### src/rtl/ahb_req_scheduler.sv
// Two-requester round-robin front end for a single AHB-Lite master.
// Sequences the granted command as NONSEQ then SEQ beats and returns read data after RD_LAT.
module ahb_req_scheduler #(
    parameter int unsigned MAX_LEN = 16,
    parameter int unsigned LEN_W   = 5,
    parameter int unsigned RD_LAT  = 2
) (
    input  logic             HCLK,
    input  logic             HRESET,
    input  logic             m0_req,
    input  logic [31:0]      m0_addr,
    input  logic             m0_write,
    input  logic [2:0]       m0_size,
    input  logic [LEN_W-1:0] m0_len,
    input  logic [31:0]      m0_wdata,
    output logic             m0_gnt,
    output logic             m0_wack,
    output logic             m0_rvalid,
    output logic             m0_done,
    output logic             m0_err,
    input  logic             m1_req,
    input  logic [31:0]      m1_addr,
    input  logic             m1_write,
    input  logic [2:0]       m1_size,
    input  logic [LEN_W-1:0] m1_len,
    input  logic [31:0]      m1_wdata,
    output logic             m1_gnt,
    output logic             m1_wack,
    output logic             m1_rvalid,
    output logic             m1_done,
    output logic             m1_err,
    output logic [31:0]      rdata,
    input  logic             HREADY,
    input  logic             HRESP,
    input  logic [31:0]      HRDATA,
    output logic [31:0]      PADDR,
    output logic [31:0]      PWDATA,
    output logic             PWRITE,
    output logic [2:0]       PSIZE,
    output logic [1:0]       PTRANS,
    output logic [2:0]       PBURST
);

    typedef enum logic [1:0] {StIdle, StNonseq, StSeq, StDone} state_e;

    localparam logic [LEN_W-1:0] MaxLen = LEN_W'(MAX_LEN);

    state_e           state_q, state_d;
    logic             rr_q, rr_d;
    logic             owner_q, owner_d;
    logic [31:0]      base_q, base_d;
    logic             write_q, write_d;
    logic [2:0]       size_q, size_d;
    logic [LEN_W-1:0] len_q, len_d;
    logic [LEN_W-1:0] beat_q, beat_d;
    logic             err_q, err_d;

    logic [RD_LAT-1:0] pipe_vld_q, pipe_vld_d;
    logic [RD_LAT-1:0] pipe_own_q, pipe_own_d;
    logic              rvalid_q, rv_own_q;
    logic [31:0]       rdata_q;

    logic             sel;
    logic [LEN_W-1:0] req_len, clamp_len;
    logic             active, accept, last_beat, in_cmd;

    // Both requesting: rr picks; otherwise whoever is requesting.
    always_comb begin
        sel = 1'b0;
        if (m0_req && m1_req) begin
            sel = rr_q;
        end else if (!m0_req) begin
            sel = 1'b1;
        end
        req_len = sel ? m1_len : m0_len;
        if (req_len == '0) begin
            clamp_len = LEN_W'(1);
        end else if (req_len > MaxLen) begin
            clamp_len = MaxLen;
        end else begin
            clamp_len = req_len;
        end
    end

    assign active    = (state_q == StNonseq) || (state_q == StSeq);
    assign in_cmd    = active || (state_q == StDone);
    assign accept    = active && HREADY;
    assign last_beat = (beat_q == len_q - LEN_W'(1));

    always_comb begin
        state_d = state_q;
        rr_d    = rr_q;
        owner_d = owner_q;
        base_d  = base_q;
        write_d = write_q;
        size_d  = size_q;
        len_d   = len_q;
        beat_d  = beat_q;
        err_d   = err_q;
        case (state_q)
            StIdle: begin
                if (m0_req || m1_req) begin
                    owner_d = sel;
                    base_d  = sel ? m1_addr : m0_addr;
                    write_d = sel ? m1_write : m0_write;
                    size_d  = sel ? m1_size : m0_size;
                    len_d   = clamp_len;
                    beat_d  = '0;
                    err_d   = 1'b0;
                    state_d = StNonseq;
                end
            end
            StNonseq, StSeq: begin
                if (HREADY) begin
                    beat_d = beat_q + LEN_W'(1);
                    if (HRESP) begin
                        err_d   = 1'b1;
                        state_d = StDone;
                    end else if (last_beat) begin
                        state_d = StDone;
                    end else begin
                        state_d = StSeq;
                    end
                end
            end
            StDone: begin
                rr_d    = ~owner_q;
                state_d = StIdle;
            end
            default: state_d = StIdle;
        endcase
    end

    // Read-latency pipe: tracks which owner each accepted read beat belongs to.
    always_comb begin
        pipe_vld_d    = pipe_vld_q;
        pipe_own_d    = pipe_own_q;
        pipe_vld_d[0] = accept && !write_q;
        pipe_own_d[0] = owner_q;
        for (int i = 1; i < int'(RD_LAT); i++) begin
            pipe_vld_d[i] = pipe_vld_q[i-1];
            pipe_own_d[i] = pipe_own_q[i-1];
        end
    end

    always_ff @(posedge HCLK) begin
        if (HRESET) begin
            state_q    <= StIdle;
            rr_q       <= 1'b0;
            owner_q    <= 1'b0;
            base_q     <= '0;
            write_q    <= 1'b0;
            size_q     <= '0;
            len_q      <= '0;
            beat_q     <= '0;
            err_q      <= 1'b0;
            pipe_vld_q <= '0;
            pipe_own_q <= '0;
            rvalid_q   <= 1'b0;
            rv_own_q   <= 1'b0;
            rdata_q    <= '0;
        end else begin
            state_q    <= state_d;
            rr_q       <= rr_d;
            owner_q    <= owner_d;
            base_q     <= base_d;
            write_q    <= write_d;
            size_q     <= size_d;
            len_q      <= len_d;
            beat_q     <= beat_d;
            err_q      <= err_d;
            pipe_vld_q <= pipe_vld_d;
            pipe_own_q <= pipe_own_d;
            rvalid_q   <= pipe_vld_q[RD_LAT-1];
            rv_own_q   <= pipe_own_q[RD_LAT-1];
            if (pipe_vld_q[RD_LAT-1]) begin
                rdata_q <= HRDATA;
            end
        end
    end

    assign PTRANS = (state_q == StNonseq) ? 2'b10 : (state_q == StSeq) ? 2'b11 : 2'b00;
    assign PADDR  = active ? base_q + (32'(beat_q) << size_q) : '0;
    assign PWDATA = active ? (owner_q ? m1_wdata : m0_wdata) : '0;
    assign PWRITE = write_q;
    assign PSIZE  = size_q;
    assign PBURST = (in_cmd && len_q != LEN_W'(1)) ? 3'b001 : 3'b000;

    assign m0_gnt    = active && !owner_q;
    assign m1_gnt    = active && owner_q;
    assign m0_wack   = accept && !owner_q;
    assign m1_wack   = accept && owner_q;
    assign m0_done   = (state_q == StDone) && !owner_q;
    assign m1_done   = (state_q == StDone) && owner_q;
    assign m0_err    = m0_done && err_q;
    assign m1_err    = m1_done && err_q;
    assign m0_rvalid = rvalid_q && !rv_own_q;
    assign m1_rvalid = rvalid_q && rv_own_q;
    assign rdata     = rdata_q;

endmodule
### config.mk
export PLATFORM = sky130hd
export DESIGN_NAME = ahb_req_scheduler
export DESIGN_NICKNAME = d
export VERILOG_FILES = /design/src/rtl/ahb_req_scheduler.sv
export SDC_FILE = /design/constraint.sdc
export NUM_CORES = 1
export LEC_CHECK = 0
export CAP_MARGIN = 20
export CELL_PAD_IN_SITES_DETAIL_PLACEMENT = 0
export CELL_PAD_IN_SITES_GLOBAL_PLACEMENT = 1
export CORE_MARGIN = 3
export CORE_UTILIZATION = 31
export CTS_BUF_LIST = sky130_fd_sc_hd__clkbuf_16
export CTS_CLUSTER_DIAMETER = 80
export DETAILED_ROUTE_END_ITERATION = 12
export PLACE_DENSITY_LB_ADDON = 0.3
export SKIP_LAST_GASP = 1
export SLEW_MARGIN = 15
export SYNTH_ARGS = -nofsm -noshare
export SYNTH_HDL_FRONTEND = slang
export SYNTH_SLANG_ARGS = --single-unit
### constraint.sdc
create_clock -name HCLK -period 8 [get_ports HCLK]
set_input_delay 2 -clock HCLK [delete_from_list [all_inputs] [get_ports HCLK]]
set_output_delay 2 -clock HCLK [all_outputs]
set_load 0.05 [all_outputs]
==> out/metrics.csv <==
stage,metric,value,unit
status,status,"finished, final reports clean",
logic_synthesis,Synth top area share,0.293,
finish,register area,1780,um2
grt,largest net degree at the start of global routing,91,
sta,skew final,0.00928,ns
grt,initial antenna violation count,2,
critical_path,critical path's top delay family,compound AO/OA/AOI/OAI gates,
logic_synthesis,Area contributors post-synth,"dfxtp_1 (29%), mux2i_1 (20%), nor2_1 (8.6%)",
critical_path,reg2reg path depth,7,
route,first drt pass iteration count,4,
critical_path,Crit-path slowest cell,clkdlybuf4s50_1,
cts,"CTS clk-pin slew, worst paths",0.07,ns
logic_synthesis,"EDFF count, synth",0,
cts,CTS Buffer Depth,2,
place,GP Congestion,0.849,
route,first-iteration detailed-routing DRC count,289,
critical_path,critical path data arrival time,4.27,ns
cts,CTS resizes,0,
cts,clk sinks,89,
grt,GRT Residual Overflow,0,
route,DRT Wirelength,20200,um
place,port bufs,296,
critical_path,Worst setup EP type,primary output,
floorplanning,Core Area,19000,um2
cts,Post-CTS Setup Inserts,0,
logic_synthesis,#FFs+latches synth,89,
sta,fin crit share,0.784,
logic_synthesis,"Primary FF master, synth",dfxtp_1,
cts,hold-fix buffers at CTS,0,
sta,Final Hold Fails,0,
critical_path,reg2reg setup slack,5.55,ns
critical_path,crit path buf inv count,1,
power,Pleak,3.50,nW
floorplanning,row count,50,
logic_synthesis,synthesized netlist cell count,740,
cts,Root Buffer,clkbuf_16,
power,P per Cell Area,243,nW/um2
critical_path,r2r startpoint,state_q[0],
sta,post-route minimum period,6.27,ns
cts,H-tree depth,3,
floorplanning,chip height,146,um
route,Via density,4.87,
critical_path,CP max stage delay,0.90,ns
cts,clk_lat worst skew,0.35,ns
logic_synthesis,Synth Area per Inst,8.23,um2
critical_path,Worst Setup Start Kind,register,
logic_synthesis,top cell type by total area after synthesis,dfxtp_1,
finish,share of cells above drive strength 1,0.0451,
floorplanning,initial core utilization,0.320,
min_path,Min-Delay Endpoint,pipe_own_q[1],
place,HPWL Detailed,15300,um
route,via count,6129,
route,post-route ant nets,0,
min_path,Hold Path Origin,pipe_own_q[0],
finish,Area Overhead vs Synth,55.5,%
grt,Total GRT Usage,0.182,
sta,max-slew violations,0,
finish,"Core Util, Final",0.498,
floorplanning,die area,21400,um2
logic_synthesis,Mapped Area,6090,um2
critical_path,RR Endpoint,err_q,
critical_path,Critical Path RT,6.00,ns
logic_synthesis,Ys Warns,0,
run,max-cap violations,0,
finish,Multi-input gate area,4010,um2
cts,CTS Buf Count,9,
critical_path,Crit Path Category,reg2out,
finish,Layout Nets,1196,
floorplanning,Ports,299,
critical_path,crit path cell chain,mux2_2 > o21ai_0 > o22ai_1 > ha_1 > a21oi_1 > o21ai_4 > a32oi_2 > nor2_1 > nor4b_1 > clkdlybuf4s50_1,
sta,fmax,159,MHz
sta,setup TNS after final layout,0,ns
route,Wirelength per Cell,16.0,um
logic_synthesis,asr flop ratio synth,0,
min_path,HP Class,reg2reg,
logic_synthesis,Cell variety after synth,72,
route,DRC,0,
grt,vias in the first global route,5824,
power,Peak VDD IR,116,uV
min_path,Hold Crit Depth,1,
logic_synthesis,sequential area share after synthesis,0.293,
sta,slew margin rel.,0.303,
sta,RSZ-0062 raised after global routing,false,
cts,TritonCTS clock tree,yes,
grt,global-route wire length before repair,31900,um
sta,# setup viols final,0,
floorplanning,Die Width,146,um
finish,Fill cells,1869,
sta,Slew @ Worst Pin,1.05,ns
critical_path,CP max FO,12,
==> worst max-delay path by stage <==
stage,from,end,slack (ns),cells past startpoint
2_1_floorplan,PSIZE[1],PADDR[15],1.84,11
3_3_place_gp,PSIZE[1],PADDR[19],2.21,11
3_5_place_dp,PSIZE[1],PADDR[19],2.19,11
4_1_cts,PSIZE[1],PADDR[19],1.80,11
5_1_grt,PSIZE[1],PADDR[15],1.45,10
6_report,PSIZE[1],PADDR[15],1.73,10
==> cells in the final DEF (no fill, tap or decap), types with 4 or more instances in the layout <==
cell type and count:
a211oi_1 42, o31ai_1 5, inv_1 11, o311ai_1 4, nand3b_1 4, and3_1 6, o21ai_0 8, a21oi_1 22
buf_4 5, a22oi_1 5, mux2i_1 119, nor2b_1 11, nand2_1 39, nor3_1 11, nand4_1 6, a21o_1 4
o22ai_1 4, xnor2_1 8, and2_1 10, a311oi_1 4, and4_1 6, o21ai_1 4, nand3_1 20, nand2b_1 15
clkdlybuf4s50_1 295, nor3b_1 4, mux2_2 4, ha_1 18, clkbuf_16 9, dfxtp_1 87, nor2_1 139
==> cell usage after synthesis, drive strengths merged, types with 2 or more instances <==
master,n
or3,2
a311oi,4
nor2b,12
and2,11
o311ai,4
nor4b,2
a21oi,23
buf,30
a41oi,2
o21ai,13
mux2,5
a22oi,5
a211oi,44
xnor2,8
o211ai,3
nand3,20
mux2i,119
o2bb2ai,2
or2,4
nand4,6
nor4,2
inv,12
and3,7
o21a,2
a21boi,3
nor2,139
a31oi,2
a31o,2
nand3b,4
nor3b,4
dfxtp,89
nand2b,15
o2111ai,3
o22ai,4
nor3,12
clkbuf,30
a21o,4
o31a,3
and4,6
ha,18
nand2,39
o31ai,6
xor2,3
==> stage by stage <==
step,setup slack (ns),power [mW],instance area (um2),hold WS (ns),std cells
floorplan,1.84,1.46,6090,0.414,741
global placement,2.21,1.89,9160,0.415,1242
detailed placement,2.19,1.89,9160,0.425,1242
CTS,1.80,2.33,9460,0.439,1257
global route,1.45,2.45,9470,0.453,1259
finish,1.73,2.30,9470,0.435,1259
==> flip-flops by register name (all words and copies together) (netlist names) <==
register and flops:
PSIZE 3, PWRITE 1, base_q 32, beat_q 5
err_q 1, len_q 5, owner_q 1, pipe_own_q 2
pipe_vld_q 2, rdata 32, rr_q 1, rv_own_q 1
rvalid_q 1, state_q 2
==> cell families (layout without fill, tap and decap cells) <==
family,count (synthesis),count (layout),synth area share
and+or+nand+nor,288,288,0.224
muxes,124,124,0.205
buffers and inverters,72,328,0.0518
xor gates and xnor gates,11,11,0.0158
AOI/OAI and AO/OA,136,136,0.170
other,1,4,0.000616
adders and majority gates,19,19,0.0403
DFF,89,89,0.293
==> cell type report <==
class | count | share of cell area
multi-input combinational | 580 | 0.424
tap | 260 | 0.0344
antenna | 2 | 0.000529
timing repair buffer | 301 | 0.316
clock buffer | 9 | 0.0238
sequential | 89 | 0.188
inverter | 12 | 0.00476
clock inverter | 6 | 0.00780
==> routing by layer <==
layer | GRT usage | wire length, um | vias to the layer above
met5 | 0 | 0 | -
met4 | 0.0494 | 295 | 0
met3 | 0.0590 | 1680 | 19
met2 | 0.297 | 9440 | 209
met1 | 0.232 | 8760 | 2734
li1 | - | - | 3167
==> power breakdown <==
group	total (mW)	internal [mW]	switching, mW
clock network	0.434	0.245	0.189
registers	0.593	0.509	0.0847
logic	1.27	0.467	0.807
total	2.30	1.22	1.08
==> worst register-to-register path, stage by stage (launching register included) <==
cell	delay (ns)
dfxtp_1	0.35
inv_1	0.07
ha_1	0.31
inv_2	0.71
o2bb2ai_1	0.29
nor2_1	0.32
a21oi_1	0.11
a211oi_1	0.20
Note: power is estimated with default switching activity, not from simulation.
